File: config.mk
export PLATFORM = sky130hd
export DESIGN_NAME = pipe_seq_ctrl
export DESIGN_NICKNAME = d
export VERILOG_FILES = /design/src/rtl/pipe_seq_ctrl_pkg.sv /design/src/rtl/pipe_seq_ctrl_sat_counter.sv /design/src/rtl/pipe_seq_ctrl.sv
export SDC_FILE = /design/constraint.sdc
export NUM_CORES = 1
export LEC_CHECK = 0
export BUFFER_PORTS_ARGS = -buffer_cell sky130_fd_sc_hd__buf_2
export CORE_ASPECT_RATIO = 1.2
export CORE_MARGIN = 4
export CORE_UTILIZATION = 39
export DETAILED_ROUTE_END_ITERATION = 7
export PLACE_DENSITY_LB_ADDON = 0.2
export SYNTH_ARGS = -nofsm -noshare
export SYNTH_HDL_FRONTEND = slang
export SYNTH_SLANG_ARGS = --single-unit
export TNS_END_PERCENT = 30
File: constraint.sdc
create_clock -name clk -period 2.5 [get_ports clk]
set_clock_uncertainty 0.15 [all_clocks]
set_input_delay 0.125 -clock clk [delete_from_list [all_inputs] [get_ports clk]]
set_output_delay 0.125 -clock clk [all_outputs]
set_load 0.005 [all_outputs]
File: src/rtl/pipe_seq_ctrl_pkg.sv
// Shared types and constants for the pipeline sequencing controller.
// The perf-counter width lives here so the top and the bench agree on it.
package pipe_seq_ctrl_pkg;

  // Width of the optional performance counters.
  localparam int PSC_PERF_W = 16;

  // Width of the watchdog counter; STALL_MAX is capped at 255.
  localparam int PSC_WD_W = 8;

  // Controller states.
  typedef enum logic [1:0] {
    PSC_RUN   = 2'd0,
    PSC_FLUSH = 2'd1,
    PSC_STALL = 2'd2,
    PSC_HALT  = 2'd3
  } psc_state_e;

  // Value loaded into the flush counter on an accepted jump.
  // The jump cycle itself is the first flush cycle, so the FLUSH state
  // has to cover the remaining FLUSH_CYCLES-1 cycles (counter runs down to 0).
  function automatic logic [3:0] psc_flush_init(input int flush_cycles);
    logic [3:0] v;
    v = 4'd0;
    if (flush_cycles > 1) v = 4'(flush_cycles - 2);
    return v;
  endfunction

endpackage

File: src/rtl/pipe_seq_ctrl_sat_counter.sv
// Saturating up-counter with synchronous clear. Clear wins over enable;
// the count holds at all-ones instead of wrapping.
module sat_counter #(
  parameter int WIDTH = 8
) (
  input  logic             clk,
  input  logic             rst,
  input  logic             en_i,
  input  logic             clr_i,
  output logic [WIDTH-1:0] q_o
);

  localparam logic [WIDTH-1:0] ONE = WIDTH'(1);

  logic [WIDTH-1:0] cnt_q;
  logic [WIDTH-1:0] cnt_d;

  // Next count: clear, else increment unless already saturated.
  always_comb begin
    cnt_d = cnt_q;
    if (clr_i) begin
      cnt_d = '0;
    end else if (en_i && (cnt_q != '1)) begin
      cnt_d = cnt_q + ONE;
    end
  end

  // Count register.
  always_ff @(posedge clk or posedge rst) begin
    if (rst) cnt_q <= '0;
    else     cnt_q <= cnt_d;
  end

  assign q_o = cnt_q;

endmodule

File: src/rtl/pipe_seq_ctrl.sv
// Pipeline sequencing controller for the 3-stage core (pc/ifu -> idu -> exu).
// Arbitrates EXU jumps, EXU multi-cycle holds, IDU load-use hazards and
// debug halt; drives pc redirect, stage hold and a multi-cycle flush window,
// with a watchdog on consecutive stall cycles.
// Optional feature: define PIPE_SEQ_CTRL_PERF_EN to build the stall-cycle and
// accepted-jump performance counters; otherwise both outputs are tied to 0.
module pipe_seq_ctrl
  import pipe_seq_ctrl_pkg::*;
#(
  parameter int ADDR_W       = 32,
  parameter int FLUSH_CYCLES = 2,
  parameter int STALL_MAX    = 64
) (
  input  logic                  clk,
  input  logic                  rst,
  input  logic                  jump_en_i,
  input  logic [ADDR_W-1:0]     jump_to_addr_i,
  input  logic                  hold_req_i,
  input  logic                  hazard_i,
  input  logic                  halt_req_i,
  input  logic                  resume_i,
  output logic                  jump_en_o,
  output logic [ADDR_W-1:0]     jump_to_addr_o,
  output logic                  hold_flag_o,
  output logic                  flush_o,
  output logic                  halted_o,
  output logic                  stall_to_o,
  output logic [PSC_PERF_W-1:0] stall_cnt_o,
  output logic [PSC_PERF_W-1:0] flush_cnt_o
);

  localparam logic [3:0]          FLUSH_INIT  = psc_flush_init(FLUSH_CYCLES);
  // Watchdog fires in the stall cycle that would bring the count to STALL_MAX.
  localparam logic [PSC_WD_W-1:0] STALL_LAST  = PSC_WD_W'(STALL_MAX - 1);
  localparam bit                  MULTI_FLUSH = (FLUSH_CYCLES > 1);

  psc_state_e          state_q, state_d;
  logic [3:0]          fcnt_q, fcnt_d;
  logic                stall_to_q, stall_to_d;
  logic [PSC_WD_W-1:0] wd_cnt;
  logic                wd_en, wd_clr, wd_fire;
  logic                jump_acc, hold_c, flush_c;

  // Next state and per-cycle controls, in priority jump > hold > hazard > halt.
  always_comb begin
    state_d  = state_q;
    fcnt_d   = fcnt_q;
    jump_acc = 1'b0;
    hold_c   = 1'b0;
    flush_c  = 1'b0;
    wd_en    = 1'b0;
    wd_clr   = 1'b0;
    wd_fire  = 1'b0;
    case (state_q)
      PSC_RUN, PSC_STALL: begin
        if (jump_en_i) begin
          // Jump also abandons any stall in progress.
          jump_acc = 1'b1;
          flush_c  = 1'b1;
          wd_clr   = 1'b1;
          if (MULTI_FLUSH) begin
            state_d = PSC_FLUSH;
            fcnt_d  = FLUSH_INIT;
          end else begin
            state_d = PSC_RUN;
          end
        end else if ((state_q == PSC_STALL) && !hold_req_i) begin
          // EXU released: stop holding this very cycle.
          wd_clr  = 1'b1;
          state_d = PSC_RUN;
        end else if (hold_req_i) begin
          if (wd_cnt == STALL_LAST) begin
            // Stall ran too long: let the pipe move and flag the error.
            wd_fire = 1'b1;
            wd_clr  = 1'b1;
            state_d = PSC_RUN;
          end else begin
            hold_c  = 1'b1;
            wd_en   = 1'b1;
            state_d = PSC_STALL;
          end
        end else if (hazard_i) begin
          hold_c = 1'b1;
        end else if (halt_req_i) begin
          state_d = PSC_HALT;
        end
      end
      PSC_FLUSH: begin
        flush_c = 1'b1;
        if (fcnt_q == 4'd0) state_d = PSC_RUN;
        else                fcnt_d  = fcnt_q - 4'd1;
      end
      PSC_HALT: begin
        hold_c = 1'b1;
        if (resume_i) state_d = PSC_RUN;
      end
      default: state_d = PSC_RUN;
    endcase
    stall_to_d = stall_to_q | wd_fire;
  end

  // Controller state registers.
  always_ff @(posedge clk or posedge rst) begin
    if (rst) begin
      state_q    <= PSC_RUN;
      fcnt_q     <= 4'd0;
      stall_to_q <= 1'b0;
    end else begin
      state_q    <= state_d;
      fcnt_q     <= fcnt_d;
      stall_to_q <= stall_to_d;
    end
  end

  // Consecutive stall-cycle counter for the watchdog.
  sat_counter #(.WIDTH(PSC_WD_W)) u_wd_cnt (
    .clk   (clk),
    .rst   (rst),
    .en_i  (wd_en),
    .clr_i (wd_clr),
    .q_o   (wd_cnt)
  );

  // Outputs are forced low while reset is held, including the pass-through address.
  assign jump_en_o      = !rst && jump_acc;
  assign jump_to_addr_o = jump_en_o ? jump_to_addr_i : '0;
  assign hold_flag_o    = !rst && hold_c;
  assign flush_o        = !rst && flush_c;
  assign halted_o       = !rst && (state_q == PSC_HALT);
  assign stall_to_o     = !rst && (stall_to_q || wd_fire);

`ifdef PIPE_SEQ_CTRL_PERF_EN
  // Cycles the pipe was held for a non-debug reason.
  sat_counter #(.WIDTH(PSC_PERF_W)) u_perf_stall (
    .clk   (clk),
    .rst   (rst),
    .en_i  (hold_flag_o && (state_q != PSC_HALT)),
    .clr_i (1'b0),
    .q_o   (stall_cnt_o)
  );

  // Accepted jumps.
  sat_counter #(.WIDTH(PSC_PERF_W)) u_perf_flush (
    .clk   (clk),
    .rst   (rst),
    .en_i  (jump_en_o),
    .clr_i (1'b0),
    .q_o   (flush_cnt_o)
  );
`else
  assign stall_cnt_o = '0;
  assign flush_cnt_o = '0;
`endif

endmodule

======== Yosys cells after proc, flatten, opt, wreduce, memory -nomap -nowiden ========
Index checks and enable logic that the tools add are counted.
word-level totals
  RAM bits ................................ 0
  bits in latches ......................... 0
  word-level logic and storage cells ...... 71
  memories ................................ 0
  memory bits (read-only) ................. 0
  bits in registers ....................... 15
  output and inout bits ................... 69
cells by class
  reductions and logical operators ........ 17
  $mul .................................... 0
  divide/modulo/power cells ............... 0
  $lt $le $gt $ge ......................... 0
  multiplexer cells ....................... 36
  bitwise operators ....................... 1
  $add $sub $neg .......................... 2
  shifts and indexed selects .............. 0
  eq/ne operators ......................... 11
operator list
  operator                                                             number
  32-bit 2-to-1 mux                                                    1
  1-bit 2-to-1 mux                                                     19
  2-bit 2-to-1 mux                                                     8
  8-bit 2-to-1 mux                                                     2
  5-bit != test (second input constant)                                2
  8-bit by 1-bit adder with 8-bit output (second input constant)       1
  8-bit by 6-bit == test with 1-bit output (second input constant)     1
  4-bit 2-to-1 mux                                                     2
  2-bit != test (second input constant)                                4
  8-bit != test (second input constant)                                1
  4-bit case mux with 2 select lines                                   1
  1-bit logical AND                                                    7
  2-bit case mux with 3 select lines                                   1
  2-bit == test (second input constant)                                2
  4-bit zero test                                                      1
  1-bit case mux with 2 select lines                                   2
  4-bit AND reduction                                                  1
  2-bit nonzero test                                                   2
  4-bit by 1-bit subtractor with 4-bit output (second input constant)  1
  3-bit AND reduction                                                  1
  2-bit by 1-bit == test with 1-bit output (second input constant)     1
  1-bit zero test                                                      2
  2-bit zero test                                                      1
  2-bit OR reduction                                                   1
  2 further kinds                                                      2

======== Longest topological paths before layout ========
Gate-level depths: netlist of run 1.
  word-level depth ........................ 9
  gate-level depth with buffers ........... 7
  depth with buffers taken out ............ 6

======== By module ========
From an unflattened synthesis of run 1, not the netlist that was laid out.
second synthesis, totals
  cells, all modules ...................... 176
  area total of the unflattened synthesis .. 1526.5 um^2
modules (own cells, without submodules)
  module         times used  cells an instance  sequential area each (um^2)  area an instance (um^2)
  pipe_seq_ctrl  1           127                175.2                        1022.2
  sat_counter    1           49                 200.2                        504.2

======== Least setup slack after synthesis of run 1 ========
No wires, ideal clock.
  kind .................................... reg-to-reg
  start ................................... register u_wd_cnt.cnt_q[0], in the netlist u_wd_cnt.q_o[0]
  end ..................................... register u_wd_cnt.cnt_q[7], in the netlist u_wd_cnt.q_o[7]
  arrival time ............................ 1.805 ns
  cell stages (with the launch flop) ...... 7
  required time ........................... 2.271 ns
  setup time .............................. 0.079 ns
  path slack .............................. 0.466 ns
  cell sequence ........................... dfrtp_1 > ha_1 > and3_1 > a311o_1 > buf_6 > or4_1 > a21oi_1
on the way
  cells in the longest elaborated chain, start to end .. 8
  elaborated cells between the ends (all ways) .. 17
RTL lines
  item                                      line                             text
  start, declared                           pipe_seq_ctrl_sat_counter.sv:15  logic [WIDTH-1:0] cnt_q;
  start signal, assigned                    pipe_seq_ctrl_sat_counter.sv:31  else cnt_q <= cnt_d;
  8-bit by 6-bit == test with 1-bit output  pipe_seq_ctrl.sv:72              if (wd_cnt == STALL_LAST) begin
  1-bit 2-to-1 mux                          pipe_seq_ctrl.sv:72
  1-bit 2-to-1 mux                          pipe_seq_ctrl.sv:71              end else if (hold_req_i) begin
  1-bit 2-to-1 mux                          pipe_seq_ctrl.sv:67              end else if ((state_q == PSC_STALL) && !hold_req_i) begin
  1-bit 2-to-1 mux                          pipe_seq_ctrl.sv:56              if (jump_en_i) begin
  1-bit 2-to-1 mux                          pipe_seq_ctrl.sv:54              case (state_q)
  1-bit logical AND                         pipe_seq_ctrl_sat_counter.sv:23  end else if (en_i && (cnt_q != '1)) begin
  2-bit nonzero test (no source line)       --
Parallel ways exist; a longest one is shown, timed or not. The select of a mux whose other input is x is not followed.
A chain may end at the register's enable or synchronous reset.

======== Worst setup path after layout of run 1 ========
Ends and elaborated chain as after synthesis.

==> impl_metrics.ini, run 1 <==
[run_status]
status = complete, no violations

[timing]
fin_crit_sh_pct = 84.7
maxSlewHeadroom_pct = 64.7
finalHoldViolCount = 0
layout_min_cycle_time_ps = 2120
fmax_mhz = 472
slew_violations = 0
tightestPinTransition_ps = 529
finalSetupViolations = 0
fin_setup_tns_ps = 0
rsz0062_at_grt = no

[routing]
first_iter_violations = 35
drtPass1Iterations = 4
wirelength_um = 3140
drc = 0
num_vias = 1320
vias_per_cell = 4.71
wl_per_cell_um = 11.2
ant_nets = 0

[global_route]
antenna_found_initial = 0
use_met2_pct = 22.2
grt_pass1_wl_um = 4310
met1_usage_pct = 13.9
grt-ovfl-total = 0
grt_util_met3_pct = 2.85
grt_max_degree = 35
grtUsageTotal_pct = 12.3
grt_pass1_vias = 1029
grt.busiest_layer = met2

[placed_design]
hpwlAfterDp_um = 2550
port_buffers = 75
routabilityCongestion = 0.759

[synthesis]
netlist_instances = 172
yosysMostFrequentCell = and3_1
synth_top_cells_by_area = dfrtp_1, buf_4, and3_1, a21oi_1, nor2_1
async_flop_share_pct = 100
synth-main-ff-cell = dfrtp_1
syn_avg_cell_area_um2 = 7.82
synth-edff-count = 0
synth-seq-cells = 15
syn_area_um2 = 1350
synth_cell_types = 34
synth_largest_area_cell = dfrtp_1
ys.warnings.count = 0
ys_seq_area_share_pct = 27.9
synth_top_area_share_pct = 27.9
ys_top_cells_by_count = and3_1, buf_4, dfrtp_1

[setup_path]
cp_max_fo = 9
crit_start = u_wd_cnt.q_o[0]$_DFFE_PP0P_
reg2reg_from = u_wd_cnt.q_o[0]$_DFFE_PP0P_
worstSetupStartpointType = flop
endpoint = u_wd_cnt.q_o[7]$_DFFE_PP0P_
r2r_setup_slack_ps = 380
end_kind = flop
worstRegToRegCells = 5
crit_type = reg2reg
worstPathArrival_ps = 2140
r2r_end = u_wd_cnt.q_o[7]$_DFFE_PP0P_
required_ps = 2520

[min_path]
hold_class = in2reg

[cts]
clockBufferDepth = 2
htreeDepth = 1
clock_latency_ps = 250
numCtsBuffers = 3
clkTransAtPathRegs_ps = 60
post_cts_resize_count = 0
tritoncts = done
root_buffer = clkbuf_8
post_cts_buffers = 0
cts_hold_buf = 0
clock-sinks = 15

[die]
dieArea_um2 = 4460
core_um2 = 3340
io_pins = 108
num_rows = 23
chipHeight_um = 72.3
initial_core_util_pct = 40.3
fp.dieW_um = 61.6

[cells_and_area]
ff_latch_area_um2 = 375
fill_cells = 350
fin_util_pct = 50.1
nets = 285
diodes = 0
area_growth_syn_to_layout_pct = 24.3
multi_input_area_um2 = 759
drive_above_1_share_pct = 34.6

[power_and_ir_drop]
p_leak_nw = 1.06
worst_ir_drop_vdd_uv = 524
p_per_area_nw_per_um2 = 601

[flow_run]
cap_violations = 0
[cell usage in the layout, fill, tap and decap left out, types with 3 or more instances in the layout]
master     n
and3_1    34
buf_2     75
or3_1      4
nor2_1    10
conb_1    32
dfrtp_1   15
o21ai_0    6
nand2_1    4
clkbuf_8   3
nand3_1    4
and2_1     3
a21oi_1   10
inv_1      9
nor3b_1    3
[kinds of logic (layout without fill, tap and decap cells)]
group                      Yosys count  count (layout)  synth area share (%)
and+or+nand+nor                     74              74                  31.8
buffers and inverters               51              91                  24.3
AOI/OAI and AO/OA                   25              25                  11.1
DFF                                 15              15                  27.9
adders and majority gates            2               2                  1.86
xor gates and xnor gates             2               2                  1.30
muxes                                2               2                  1.49
other                                1              32                 0.279
[critical path, stage by stage, from the launching register on]
cell and delay [ps]:
dfrtp_1 410, ha_1 220, and3_1 230, a311o_1 390, or4_1 490, a21oi_1 150
[how the worst min path moves through the flow]
stage / start / endpoint / slack, ps / depth (start not counted)
floorplan: jump_en_i / fcnt_q[1]$_DFFE_PP0P_ / 80 / 1
global placement: resume_i / state_q[1]$_DFFE_PP0P_ / 280 / 3
detailed placement: resume_i / state_q[1]$_DFFE_PP0P_ / 280 / 3
CTS: resume_i / state_q[1]$_DFFE_PP0P_ / 20 / 3
global route: jump_en_i / fcnt_q[1]$_DFFE_PP0P_ / 50 / 2
finish: resume_i / state_q[1]$_DFFE_PP0P_ / 30 / 3
[registers in the layout (all words and copies together) (netlist names)]
register,count
u_wd_cnt.q_o,8
fcnt_q,4
state_q,2
stall_to_q,1
[cell type report]
class | instances | share of cell area (%)
Multi-Input combinational cell | 137 | 45.4
Inverter | 9 | 2.02
Clock buffer | 3 | 2.47
Timing Repair Buffer | 78 | 24.6
Tap cell | 37 | 2.77
Sequential cell | 15 | 22.5
Clock inverter | 1 | 0.299
[through the flow]
stage	area [um^2]	hold WS, ps	setup WS [ps]	power [mW]	instances
global route	1670	48.6	288	1.10	280
floorplan	1460	83.6	466	0.716	203
detailed placement	1630	283	382	0.815	276
global placement	1630	278	415	0.815	276
CTS	1670	23.0	383	1.02	280
finish	1670	25.4	383	1.00	280
[routing by layer]
layer | share of wire (%) | routed length (um) | up-vias
met5 | 0 | 0 | -
met4 | 0.51 | 16 | 0
met3 | 12 | 382 | 2
met2 | 49 | 1540 | 57
met1 | 38 | 1200 | 584
li1 | - | - | 677
[power breakdown]
| part | switching (mW) | internal [mW] | total, mW |
|---|---|---|---|
| sequential | 0.0608 | 0.296 | 0.357 |
| clock | 0.0858 | 0.110 | 0.196 |
| combinational | 0.248 | 0.203 | 0.451 |
| total | 0.394 | 0.610 | 1.00 |
Note: power is estimated with default switching activity, not from simulation.
==> run 2: changes to the inputs <==
- CORE_UTILIZATION: 39 -> 36
- clock period: 2.5 -> 1.75 ns (I/O delays scaled with it)
==> impl_metrics.ini, run 2 (synthesized netlist as in run 1, its figures left out) <==
[cells_and_area]
drive_above_1_share_pct = 46.0
diodes = 0
nets = 314
mostFrequentLayoutCell = buf_2
largest_register_ff_count = 8
area_growth_syn_to_layout_pct = 47.7
mostFrequentLayoutCells = buf_2, and3_1, conb_1
stdcell_count = 324

[placed_design]
port_buffers = 75
hpwlAfterDp_um = 2840
dpl_worst_slack_ps = -141
routabilityCongestion = 0.775
dp.cells = 313

[routing]
vias_per_cell = 4.52
drtPass1Iterations = 5
wirelength_um = 3630
ant_nets = 0
num_vias = 1463
wl_per_cell_um = 11.2
drc = 0
first_iter_violations = 56

[cts]
htreeDepth = 1
clockBufferDepth = 2
clkTransAtPathRegs_ps = 60
clock_latency_ps = 250
clock-sinks = 15
tritoncts = done
root_buffer = clkbuf_8
numCtsBuffers = 3

[timing]
whs_ps = 37.8
setup_ws_ps = -223
slew_violations = 0
fmax_mhz = 507
finalSetupViolations = 5
rsz0062_at_grt = yes
layout_min_cycle_time_ps = 1970
fin_crit_sh_pct = 113
finalHoldViolCount = 0

[power_and_ir_drop]
worst_ir_drop_vdd_uv = 557
p_per_area_nw_per_um2 = 878
total_power_mw = 1.74
p_leak_nw = 1.22

[die]
io_pins = 108
core_um2 = 3630
dieArea_um2 = 4780
num_rows = 24
chipHeight_um = 75.0
fp.dieW_um = 63.8
initial_core_util_pct = 37.0

[setup_path]
r2r_setup_slack_ps = -220
reg2reg_from = u_wd_cnt.q_o[0]$_DFFE_PP0P_
crit_type = reg2reg
endpoint = u_wd_cnt.q_o[7]$_DFFE_PP0P_
worstPathArrival_ps = 2000
worstRegToRegCells = 5
required_ps = 1780
crit_start = u_wd_cnt.q_o[0]$_DFFE_PP0P_
worstSetupStartpointType = flop
r2r_end = u_wd_cnt.q_o[7]$_DFFE_PP0P_
cp_max_fo = 5
end_kind = flop

[global_route]
grt_pass1_wl_um = 5300
grt_max_degree = 35
grt_pass1_vias = 1204
grtUsageTotal_pct = 13.6
antenna_found_initial = 0
grt-ovfl-total = 0

[run_status]
violations = setup timing
status = finished, violations left

[min_path]
hold_class = in2reg
hp-start = hold_req_i

[flow_run]
cap_violations = 0
==> run 2: cell types whose count changed in the layout (fill, tap and decap cells not counted), moves of 2 or more <==
cell	previous run	this run
buf_4	2	26
a21oi_1	10	7
and2_1	3	1
and2_4	0	2
or4_4	0	2
a21oi_2	0	3
or4_1	2	0
buf_6	0	3
dlygate4sd3_1	0	2
==> run 2: cell type report <==
cell class              count  area [um^2]
inverters                   9         33.8
multi-input cells         137          822
fillers                   360         1650
clock inverters             1         5.00
well taps                  52         65.1
clock buffers               3         41.3
repair buffers            107          644
flip-flops and latches     15          375
==> run 2: per-stage QoR <==
stage | instance area (um^2) | TNS, ps | utilization, %
global route | 1990 | -1340 | 54.7
finish | 1990 | -777 | 54.7
floorplan | 1470 | -506 | -
global placement | 1820 | -156 | 50.0
detailed placement | 1820 | -220 | 50.0
CTS | 1910 | -571 | 52.4
==> run 2: timing repair <==
item / CTS / global route
buffers inserted: 1 / 4
resized for setup: 3 / 14
pin swaps: 4 / 6
hold endpoints to repair: 16 / 0
hold buffers: 2 / 0
endpoints found under the setup margin: 5 / 29
==> run 2: critical path: stages (launching register included) <==
cell	delay [ps]
dfrtp_1	390
ha_2	190
and3_4	180
a311o_1	370
or4_4	500
a21oi_2	130
==> run 2: layer usage <==
layer	wire length (um)	up-vias	global-route usage (%)
met3	333	5	3.43
met4	42	0	5.04
met5	0	-	0
li1	-	733	-
met2	1880	66	25.8
met1	1370	659	14.7
==> run 2: worst min path at each step <==
| stage | to | slack [ps] | cells past startpoint |
|---|---|---|---|
| floorplan | fcnt_q[1]$_DFFE_PP0P_ | 50 | 1 |
| detailed placement | state_q[1]$_DFFE_PP0P_ | 50 | 3 |
| global placement | u_wd_cnt.q_o[4]$_DFFE_PP0P_ | 50 | 3 |
| finish | state_q[1]$_DFFE_PP0P_ | 40 | 3 |
| CTS | state_q[1]$_DFFE_PP0P_ | 40 | 3 |
| global route | fcnt_q[1]$_DFFE_PP0P_ | 60 | 3 |
==> run 2: power breakdown <==
part | switching [mW] | internal [mW]
Combinational | 0.480 | 0.513
Sequential | 0.0428 | 0.423
Clock | 0.127 | 0.158
Total | 0.650 | 1.09
==> run 3: changes to the inputs <==
- ABC_AREA: unset -> 1
- CORE_UTILIZATION: 36 -> 37
==> impl_metrics.ini, run 3 <==
[run_status]
status = complete, no violations

[min_path]
holdPathStages = 4
hold_class = in2reg

[cts]
clock_latency_ps = 240
clkTransAtPathRegs_ps = 60
htreeDepth = 1
tritoncts = done
clockBufferDepth = 2
root_buffer = clkbuf_8
clock-sinks = 15
numCtsBuffers = 3

[synthesis]
netlist_instances = 237
syn_area_um2 = 1500
async_flop_share_pct = 100
ys.warnings.count = 0
syn_avg_cell_area_um2 = 6.32
synth_cell_types = 28
synth_top_cells_by_area = dfrtp_1, buf_4, inv_1, nor2_1, nand3_1
synth-main-ff-cell = dfrtp_1
ys_seq_area_share_pct = 25.0
ys_top_cells_by_count = inv_1, nor2_1, buf_4
yosysMostFrequentCell = inv_1
synth-edff-count = 0
synth-seq-cells = 15
synth_largest_area_cell = dfrtp_1
synth_top_area_share_pct = 25.0

[setup_path]
r2r_end = u_wd_cnt.q_o[0]$_DFFE_PP0P_
worstPathArrival_ps = 1440
cp_max_fo = 4
cpPeakStageDelay_ps = 440
worstSetupStartpointType = flop
timing.critical_path.mode_cell = nand3_2
required_ps = 1510
crit_type = reg2out
end_kind = output pin
crit_cells = 7
path_delay_family = flip-flops
cp_cell_sequence = ha_4 -> nand3_4 -> inv_2 -> nand3_2 -> nand3_2 -> o22ai_1 -> buf_2
cp.buffers_inverters = 2
worstRegToRegCells = 8
crit_start = u_wd_cnt.q_o[0]$_DFFE_PP0P_
slowest_stage = dfrtp_2
reg2reg_from = u_wd_cnt.q_o[0]$_DFFE_PP0P_
r2r_setup_slack_ps = 160
endpoint = hold_flag_o

[routing]
wirelength_um = 3840
wl_per_cell_um = 10.4
drtPass1Iterations = 4
vias_per_cell = 4.00
first_iter_violations = 47
drc = 0
ant_nets = 0
num_vias = 1476

[cells_and_area]
mostFrequentLayoutCell = buf_2
diodes = 0
area_growth_syn_to_layout_pct = 28.8
nets = 357
mostFrequentLayoutCells = buf_2, inv_1, nor2_1
fill_cells = 443
fin_util_pct = 49.0
drive_above_1_share_pct = 33.0
largest_register_ff_count = 8

[global_route]
grt_pass1_vias = 1311
grt_max_degree = 33
antenna_found_initial = 0
grtUsageTotal_pct = 14.0
grt-ovfl-total = 0
grt_pass1_wl_um = 5800

[power_and_ir_drop]
p_leak_nw = 1.27
total_power_mw = 1.60
worst_ir_drop_vdd_uv = 410
p_per_area_nw_per_um2 = 827

[die]
chipHeight_um = 77.7
core_um2 = 3940
io_pins = 108
fp.dieW_um = 66.1
num_rows = 25
dieArea_um2 = 5140
initial_core_util_pct = 38.0

[placed_design]
routabilityCongestion = 0.818
port_buffers = 75
hpwlAfterDp_um = 3100

[flow_run]
cap_violations = 0

[timing]
finalHoldViolCount = 0
slew_violations = 0
fin_crit_sh_pct = 95.6
fmax_mhz = 598
finalSetupViolations = 0
layout_min_cycle_time_ps = 1670
whs_ps = 53.8
## run 3: routing by layer
metal,track usage [%],vias to the layer above,wire length (um)
met1,15.3,628,1480
met5,0,-,0
met2,26.4,51,2000
li1,-,793,-
met3,3.04,4,320
met4,3.66,0,36
## run 3: logic make-up (layout without fill, tap and decap cells)
family / Yosys count / in the layout / share of synthesized area, %
and+or+nand+nor: 112 / 112 / 34.6
buffers and inverters: 91 / 138 / 31.7
DFF: 15 / 15 / 25.0
AOI/OAI and AO/OA: 11 / 11 / 3.76
xor gates and xnor gates: 5 / 5 / 2.92
adders and majority gates: 2 / 2 / 1.67
other: 1 / 32 / 0.250
## run 3: how the worst min path moves through the flow
| stage | from | endpoint |
|---|---|---|
| finish | jump_en_i | stall_to_q$_DFF_PP0_ |
| global route | jump_en_i | stall_to_q$_DFF_PP0_ |
| CTS | jump_en_i | stall_to_q$_DFF_PP0_ |
| detailed placement | rst | state_q[1]$_DFFE_PP0P_ |
| global placement | rst | state_q[1]$_DFFE_PP0P_ |
| floorplan | rst | fcnt_q[0]$_DFFE_PP0P_ |
## run 3: area by class of cell
| class | count | area, um^2 | share of cell area (%) |
|---|---|---|---|
| inverters | 55 | 214 | 11.1 |
| well taps | 54 | 67.6 | 3.50 |
| flip-flops and latches | 15 | 378 | 19.6 |
| clock buffers | 4 | 45.0 | 2.33 |
| multi-input cells | 162 | 816 | 42.3 |
| repair buffers | 79 | 410 | 21.3 |
## run 3: power breakdown
group          switching, mW  leakage (nW)  internal (mW)  total [mW]
logic                  0.472          1.06          0.312       0.784
registers             0.0931         0.192          0.439       0.532
clock network          0.119        0.0228          0.161       0.280
## run 3: through the flow
| step | cell area [um^2] | worst slack, ps | setup TNS, ps | cells |
|---|---|---|---|---|
| after CTS | 1880 | 2.95 | 0 | 368 |
| after detailed placement | 1800 | 78.9 | 0 | 362 |
| final | 1930 | 76.7 | 0 | 369 |
| after global placement | 1800 | 126 | 0 | 362 |
| after global routing | 1930 | -2.19 | -2.19 | 369 |
| after floorplan | 1620 | 231 | 0 | 268 |
## run 3: what timing repair did
action,in CTS,in global routing
hold buffers,2,0
setup endpoints to repair,34,37
resized for setup,5,9
pin swaps,0,1
hold endpoints to repair,16,0
buffers inserted,0,1
## run 3: tightest hold or removal path, cell delays in order
cell	delay, ps
buf_2	130
nor3_2	80
nand3_2	70
nand2_1	50
